==> src/rtl/rs_issue_unit.sv <==
// In-order issue front end: buffers decoded instructions and strobes each head
// into the adder or multiplier reservation station once a line is free.
module rs_issue_unit #(
  parameter int DEPTH = 8,
  parameter int AW    = 3
) (
  input  logic          Clock,
  input  logic          Resetn,
  input  logic [15:0]   instIn,
  input  logic          instInValid,
  output logic          instInReady,
  input  logic [7:0]    BusyAdd,
  input  logic [7:0]    BusyMul,
  output logic [15:0]   instruction,
  output logic          Adderin,
  output logic          Multin,
  output logic          halted,
  output logic [AW:0]   count,
  output logic [15:0]   issuedCount
);

  typedef enum logic [1:0] {RUN, STALL, HALT} IssueState;

  IssueState     state, nextState;
  logic [15:0]   mem [DEPTH];
  logic [AW-1:0] wrPtr, rdPtr;
  logic          push, pop, issueAdd, issueMul, empty;
  logic [15:0]   head;
  logic [2:0]    opcode;
  logic [3:0]    zerosAdd, zerosMul, freeAdd, freeMul;
  logic          unusedBusy;

  function automatic logic [3:0] zeroCount(input logic [6:0] v);
    logic [3:0] n;
    n = '0;
    for (int i = 0; i < 7; i++) n = n + {3'b000, ~v[i]};
    return n;
  endfunction

  assign unusedBusy  = BusyAdd[0] ^ BusyMul[0];
  assign instInReady = (count < (AW+1)'(DEPTH));
  assign push        = instInValid && instInReady;
  assign empty       = (count == '0);
  assign head        = mem[rdPtr];
  assign opcode      = head[15:13];
  assign halted      = (state == HALT);

  // A strobe issued last cycle is not yet reflected in Busy, so it still
  // occupies one of the lines that look free.
  assign zerosAdd = zeroCount(BusyAdd[7:1]);
  assign zerosMul = zeroCount(BusyMul[7:1]);
  assign freeAdd  = (zerosAdd > {3'b000, Adderin}) ? zerosAdd - {3'b000, Adderin} : 4'd0;
  assign freeMul  = (zerosMul > {3'b000, Multin})  ? zerosMul - {3'b000, Multin}  : 4'd0;

  always_comb begin
    nextState = state;
    pop       = 1'b0;
    issueAdd  = 1'b0;
    issueMul  = 1'b0;
    if (state != HALT) begin
      nextState = RUN;
      if (!empty) begin
        case (opcode)
          3'b000, 3'b001: begin
            if (freeAdd != 4'd0) begin
              pop      = 1'b1;
              issueAdd = 1'b1;
            end else begin
              nextState = STALL;
            end
          end
          3'b010, 3'b011: begin
            if (freeMul != 4'd0) begin
              pop      = 1'b1;
              issueMul = 1'b1;
            end else begin
              nextState = STALL;
            end
          end
          3'b111: begin
            pop       = 1'b1;
            nextState = HALT;
          end
          default: pop = 1'b1;
        endcase
      end
    end
  end

  always_ff @(posedge Clock or negedge Resetn) begin
    if (!Resetn) begin
      state       <= RUN;
      wrPtr       <= '0;
      rdPtr       <= '0;
      count       <= '0;
      instruction <= '0;
      Adderin     <= 1'b0;
      Multin      <= 1'b0;
      issuedCount <= '0;
    end else begin
      state   <= nextState;
      Adderin <= issueAdd;
      Multin  <= issueMul;
      if (push) wrPtr <= wrPtr + 1'b1;
      if (pop)  rdPtr <= rdPtr + 1'b1;
      count <= count + {{AW{1'b0}}, push} - {{AW{1'b0}}, pop};
      if (issueAdd || issueMul) begin
        instruction <= head;
        issuedCount <= issuedCount + 16'd1;
      end
    end
  end

  // Storage needs no reset: occupancy and pointers define what is valid.
  always_ff @(posedge Clock) begin
    if (push) mem[wrPtr] <= instIn;
  end

endmodule

==> config.mk <==
export PLATFORM = sky130hd
export DESIGN_NAME = rs_issue_unit
export DESIGN_NICKNAME = d
export VERILOG_FILES = /design/src/rtl/rs_issue_unit.sv
export SDC_FILE = /design/constraint.sdc
export NUM_CORES = 1
export LEC_CHECK = 0
export CORE_MARGIN = 2
export CORE_UTILIZATION = 50
export CTS_CLUSTER_DIAMETER = 200
export DETAILED_ROUTE_END_ITERATION = 10
export MAX_ROUTING_LAYER = met4
export PLACE_DENSITY = 0.72
export SKIP_CTS_REPAIR_TIMING = 1
export SLEW_MARGIN = 20
export SYNTH_ARGS = -nofsm -noshare
export SYNTH_HDL_FRONTEND = slang
export SYNTH_SLANG_ARGS = --single-unit
==> constraint.sdc <==
create_clock -name Clock -period 4 [get_ports Clock]
set_input_delay 0.4 -clock Clock [delete_from_list [all_inputs] [get_ports Clock]]
set_output_delay 0.4 -clock Clock [all_outputs]
set_load 0.02 [all_outputs]
; ---- Yosys cells after proc, flatten, opt, wreduce, memory -nomap -nowiden
; Memories as Yosys holds them, arrays and structs flattened.
; Index checks and enable logic that the tools add are counted.
[op_classes]
n_addsub = 19
mul = 0
div_mod_pow = 0
n_lt_le_gt_ge = 3
eq_ne = 6
shifts = 0
mux = 19
n_bitwise = 14
reduce_logical = 8
[op_table]
columns = cell, n
row1 = 4-bit by 1-bit adder with 4-bit output, 7
row2 = 16-bit by 1-bit adder with 16-bit output (second input constant), 1
row3 = 1-bit 2-to-1 mux, 14
row4 = 1-bit NOT, 14
row5 = 4-bit by 1-bit subtractor with 4-bit output, 3
row6 = 3-bit by 1-bit adder with 4-bit output, 2
row7 = 4-bit by 1-bit > comparator with 1-bit output, 2
row8 = 4-bit 2-to-1 mux, 2
row9 = 4-bit nonzero test, 2
row10 = 2-bit by 1-bit adder with 3-bit output, 2
row11 = 3-bit by 1-bit adder with 3-bit output (second input constant), 2
row12 = 3-bit by 2-bit == test with 1-bit output (second input constant), 2
row13 = 2-bit case mux with 3 select lines, 1
row14 = 1-bit by 1-bit adder with 2-bit output, 2
row15 = 4-bit logical NOT, 1
row16 = 4-bit < comparator (second input constant), 1
row17 = 2-bit OR reduction, 2
row18 = 3-bit by 1-bit == test with 1-bit output (second input constant), 1
row19 = 3-bit == test (second input constant), 1
row20 = 3-bit logical NOT, 1
row21 = 2-bit == test (second input constant), 1
row22 = 2-bit 2-to-1 mux, 1
row23 = 2-bit inequality test (second input constant), 1
row24 = 1-bit case mux with 2 select lines, 1
row25 = 2 further kinds, 2
[totals]
ff_bits = 46
latch_bits = 0
mem_bits_rw = 128
rom_bits = 0
output_inout_bits = 40
n_memories = 1
[memory_table]
columns = memory, depth, word_bits, read_ports, rd_ports_with_merged_regs, write_ports, line_no
row1 = mem, 8, 16, 1, 0, 1, 25  ; logic [15:0] mem [DEPTH];

; ---- Depth between registers and ports, before layout
[logic_depth]
depth_word = 15
mapped_depth = 17
mapped_depth_nobuf = 17

; ---- Worst setup path after synthesis
; Ideal clock, no wire load.
[synth_timing]
path_kind = input -> register
start = input BusyMul[1]
end = register count[2]
setup_time_ns = 0.123
arrival_time_ns = 4.411
required_time_ns = 3.877
slack_ns = -0.533
cell_stages = 17
n_path_buf = 0
cell_sequence = inv_1 > fa_1 > fa_1 > fa_1 > inv_1 > fa_1 > ha_1 > o211a_1 > a21oi_1 > mux2i_4 > a21oi_2 > ha_1 > inv_1 > ha_1 > inv_1 > fa_1 > xnor2_1
[synth_via]
elab_chain_cells = 15
[synth_rtl]
columns = item, line_no
row1 = "start, declared", 13  ; input logic [7:0] BusyMul,
row2 = 1-bit NOT (*), 36  ; for (int i = 0; i < 7; i++) n = n + {3'b000, ~v[i]};
row3 = 1-bit by 1-bit adder with 2-bit output (*), 36
row4 = 2-bit by 1-bit adder with 3-bit output (*), 36
row5 = 3-bit by 1-bit adder with 4-bit output (*), 36
row6 = 4-bit by 1-bit adder with 4-bit output (*) (3 in series), 36
row7 = 4-bit by 1-bit subtractor with 4-bit output or 4-bit by 1-bit > comparator with 1-bit output (tied branches), 53  ; assign freeMul = (zerosMul > {3'b000, Multin}) ? zerosMul - {3'b000, Multin} : 4'd0;
row8 = 4-bit 2-to-1 mux (*), 53
row9 = 4-bit nonzero test (*), 73  ; if (freeMul != 4'd0) begin
row10 = 1-bit 2-to-1 mux (*), 73
row11 = 1-bit case mux with 2 select lines (*), 63  ; case (opcode)
row12 = 1-bit 2-to-1 mux (*), 62  ; if (!empty) begin
row13 = 1-bit 2-to-1 mux (*), 60  ; if (state != HALT) begin
row14 = net pop, 27  ; logic push, pop, issueAdd, issueMul, empty;
row15 = 4-bit by 1-bit subtractor with 4-bit output (*), 106  ; count <= count + {{AW{1'b0}}, push} - {{AW{1'b0}}, pop};
row16 = "end signal, assigned", 106
row17 = "end, declared", 18  ; output logic [AW:0] count,
; The timed path passes the listed nets; every way through them passes the cells marked *.
; A chain may end at the register's enable or synchronous reset.

; ---- Worst setup path in the final report
[layout_timing]
start = input BusyAdd[4]
end = register count[1]
[layout_via]
elab_chain_cells = 13
[layout_rtl]
columns = item, line_no
row1 = "start, declared", 12  ; input logic [7:0] BusyAdd,
row2 = 1-bit NOT (*), 36
row3 = 3-bit by 1-bit adder with 4-bit output (*), 36
row4 = 4-bit by 1-bit adder with 4-bit output (*) (3 in series), 36
row5 = 4-bit by 1-bit subtractor with 4-bit output or 4-bit by 1-bit > comparator with 1-bit output (tied branches), 52  ; assign freeAdd = (zerosAdd > {3'b000, Adderin}) ? zerosAdd - {3'b000, Adderin} : 4'd0;
row6 = 4-bit 2-to-1 mux (*), 52
row7 = 4-bit nonzero test (*), 65  ; if (freeAdd != 4'd0) begin
row8 = 1-bit 2-to-1 mux (*), 65
row9 = 1-bit case mux with 2 select lines (*), 63
row10 = 1-bit 2-to-1 mux (*), 62
row11 = 1-bit 2-to-1 mux (*), 60
row12 = net pop, 27
row13 = 4-bit by 1-bit subtractor with 4-bit output (*), 106
; Marks and branches as above.

==> summary.md <==
| Metric | Value |
|---|---|
| Clk slew on worst S/H paths | `0.06 ns` |
| CP bufs+invs | `6` |
| Fillers | `between 1000 and 1500` |
| DR vias | `3823` |
| Initial DRC Count | `~260` |
| Layout area overhead | `24.91%` |
| Slew @ Worst Pin | `a little under 0.7 ns` |
| Yosys warnings | `0` |
| Reg2reg setup slack | `just over 0.9 ns` |
| Residual DRC | `0` |
| CP Capture Type | `flop` |
| Max H-tree Level | `4` |
| Post-Route WL | `between 10 and 15 mm` |
| Maxcap violations | `0` |
| Grt ovf | `0` |
| Rows | `44` |
| DIE HEIGHT | `125.1 µm` |
| Fin. Hold Viols | `0` |
| Antenna diodes | `0` |
| F_max | `243.5 MHz` |
| Max VDD drop | `0.3916 mV` |
| CTS tree | `yes` |
| Area after DPL | `8434 µm²` |
| Reg area | `4996 µm²` |
| Dpl hpwl | `approximately 9 mm` |
| Vias per cell | `roughly 5.4` |
| Clock sink count | `174` |
| Post-Syn Area | `7333 µm²` |
| Outcome | `finished with violations` |
| CTS root buf | `clkbuf_16` |
| Hold Path Class | `in2async` |
| Pwr dens | `708.1 nW/µm²` |
| Largest net degree at the start of global routing | `40` |
| Layout cells sized above 1 | `~29%` |
| Clock Path Buffers | `2` |
| Commonest non-fill, non-tap cell in the layout | `edfxtp_1` |
| TritonCTS Buffers | `17` |
| Syn_nets | `~460` |
| CP Cell Sequence | `buf_8 > inv_4 > fa_1 > fa_1 > fa_2 > inv_2 > fa_2 > ha_4 > o211a_1 > a21oi_2 > mux2i_4 > a21oi_2 > ha_1 > inv_1 > ha_2 > inv_2 > fa_2 > inv_1` |
| Leakage | `3.418 nW` |
| Setup repair after global routing missed its margin | `yes` |
| Buffers on Ports | `approximately 70` |
| Crit-path leading delay family | `adder cells` |
| Die Wd | `125.1 µm` |
| Pre-antenna DRT Iters | `4` |
| Fin area | `between 9000 and 10000 µm²` |
| Hold Slack | `about 0.35 ns` |
| Final Max Tran Viols | `0` |
| Largest family of logic cells by synthesized area | `multiplexers` |
| Cell seen most often among critical-path stages | `fa_2` |
| Mux cell area share after synthesis | `16.21%` |
| Critical path data arrival time | `4.43 ns` |
| Multi-input logic area | `2222 µm²` |
| Max Fanout on Critical Path | `2` |
| Failing checks | `setup timing` |
| Final Net Count | `567` |
| Placed Cells | `between 600 and 700` |
| Number of global-route vias before repair | `roughly 4100` |
| Flop and latch count out of synthesis | `~170` |
| WS Path Type | `in2reg` |
| Non-Filler Instances | `708` |
| Commonest non-fill, non-tap cells in the layout | `128 x edfxtp_1, 65 x clkdlybuf4s50_1, 45 x dfrtp_1` |
| Synth Area in Compound Gates | `1.297%` |
| Initial Utilization | `between 50% and 60%` |
| Synth Area in Adders | `4.504%` |
| Core area | `~14000 µm²` |
| XOR/XNOR share of the synthesized area | `between 2 and 3%` |
| Seq/Total Area, Yosys | `68.11%` |
| DR WL/cell | `between 15 and 20 µm` |
| Synth cell types | `43` |
| Initial antenna violation count | `0` |
| I/O pin count | `75` |
| Tcrit/Tclk final | `102.7%` |
| Slew headroom | `54.06%` |
| Tmin final | `4.106 ns` |
| Slowest cell on the critical path | `fa_1` |
| GRT Util Overall | `around a fifth` |
| Synthesized area per cell | `18.24 µm²` |
| Cell count after synthesis | `402` |
| Die area | `around 16000 µm²` |
| CP required | `4.33 ns` |
| Final Skew | `0.006721 ns` |
| Post-synth top area share | `52.41%` |
| Synth area leader | `edfxtp_1` |
| Setup crit start kind | `input pin` |
| Synth area leaders | `edfxtp_1 52%, dfrtp_1 16%, mux4_2 9.5%, mux2_2 3.5%, fa_1 2.5%` |
| Final total power | `approximately 6.5 mW` |
| Final Wtd Congestion | `0.7581` |
| First-pass GRT wire length | `around 22 mm` |
| Slowest cell delay on critical path | `0.55 ns` |
| Final ANT Viol Nets | `0` |
| Final worst slack | `-0.1063 ns` |
| Later-pin clock latency in the skew report | `between 0.4 and 0.5 ns` |
| Simple-gate share of the synthesized area | `between 4 and 5%` |
| Final setup viols | `2` |
-- flip-flops by register name, summed over array words and instances, names as in the netlist --
signal / cells
mem: 128
instruction: 16
issuedCount: 16
count: 4
rdPtr: 3
wrPtr: 3
state: 2
Adderin: 1
Multin: 1
-- worst paths after layout --
| path | cells after the start | endpoint | from |
|---|---|---|---|
| worst max-delay path | 18 | count[1] | BusyAdd[4] |
| worst max register to register | 10 | count[1] | rdPtr[1] |
| min in group Clock | 1 | issuedCount[15] | issuedCount[15] |
| worst min-delay path | 2 | instruction[11] | Resetn |
| worst min register to register | 1 | issuedCount[15] | issuedCount[15] |
| max in group asynchronous | 3 | rdPtr[0] | Resetn |
-- area by class of cell --
class                   count  area share [%]
clock inverters             9           1.994
clock buffers              23           5.109
repair buffers            102           10.33
multi-input cells         186           24.26
inverters                  30           1.257
flip-flops and latches    174           54.54
well taps                 184           2.513
-- kinds of logic after synthesis --
logic type,after synthesis
xor+xnor,21
compound gates,13
simple gates,61
flops,174
fa+ha+maj,21
mux,70
buf+inv,42
-- power breakdown --
group / internal (mW) / leakage (nW) / switching [mW]
clock network: 1.15 / 0.313 / 0.666
registers: 2.26 / 1.70 / 0.267
logic: 1.16 / 1.40 / 0.989
-- metal layers --
layer	vias up	global-route usage, %	part of all wire [%]
met2	103	30.98	51
met4	0	8.170	2.4
met1	1952	23.78	43
li1	1745	-	-
met5	-	-	0
met3	23	5.477	4.3
-- per-stage QoR --
| step | worst slack [ns] | setup TNS, ns | util [%] |
|---|---|---|---|
| 6_report | -0.1063 | -0.1691 | 63.51 |
| 5_1_grt | -0.2210 | -0.5550 | 63.51 |
| 4_1_cts | -0.4408 | -1.707 | 62.99 |
| 3_5_place_dp | -0.8951 | -17.29 | 58.48 |
| 3_3_place_gp | -0.7735 | -12.93 | 58.48 |
| 2_1_floorplan | -0.3632 | -1.024 | - |
-- cell usage after synthesis (all sizes together) --
cell type and count:
and3 5, mux2i 6, mux4 31, dfrtp 46
nor2 10, or4b 1, and2 1, a21o 4
xor2 9, nor3 7, xnor2 12, o2bb2ai 1
nor3b 1, o211ai 1, mux2 33, nand2 12
nor4 4, inv 30, nor2b 2, edfxtp 128
fa 9, buf 11, o211a 2, nand3 10
and4 2, a21oi 5, nand4 2, nand2b 3
clkbuf 1, or2 1, ha 12
(Power assumes the default switching activity.)
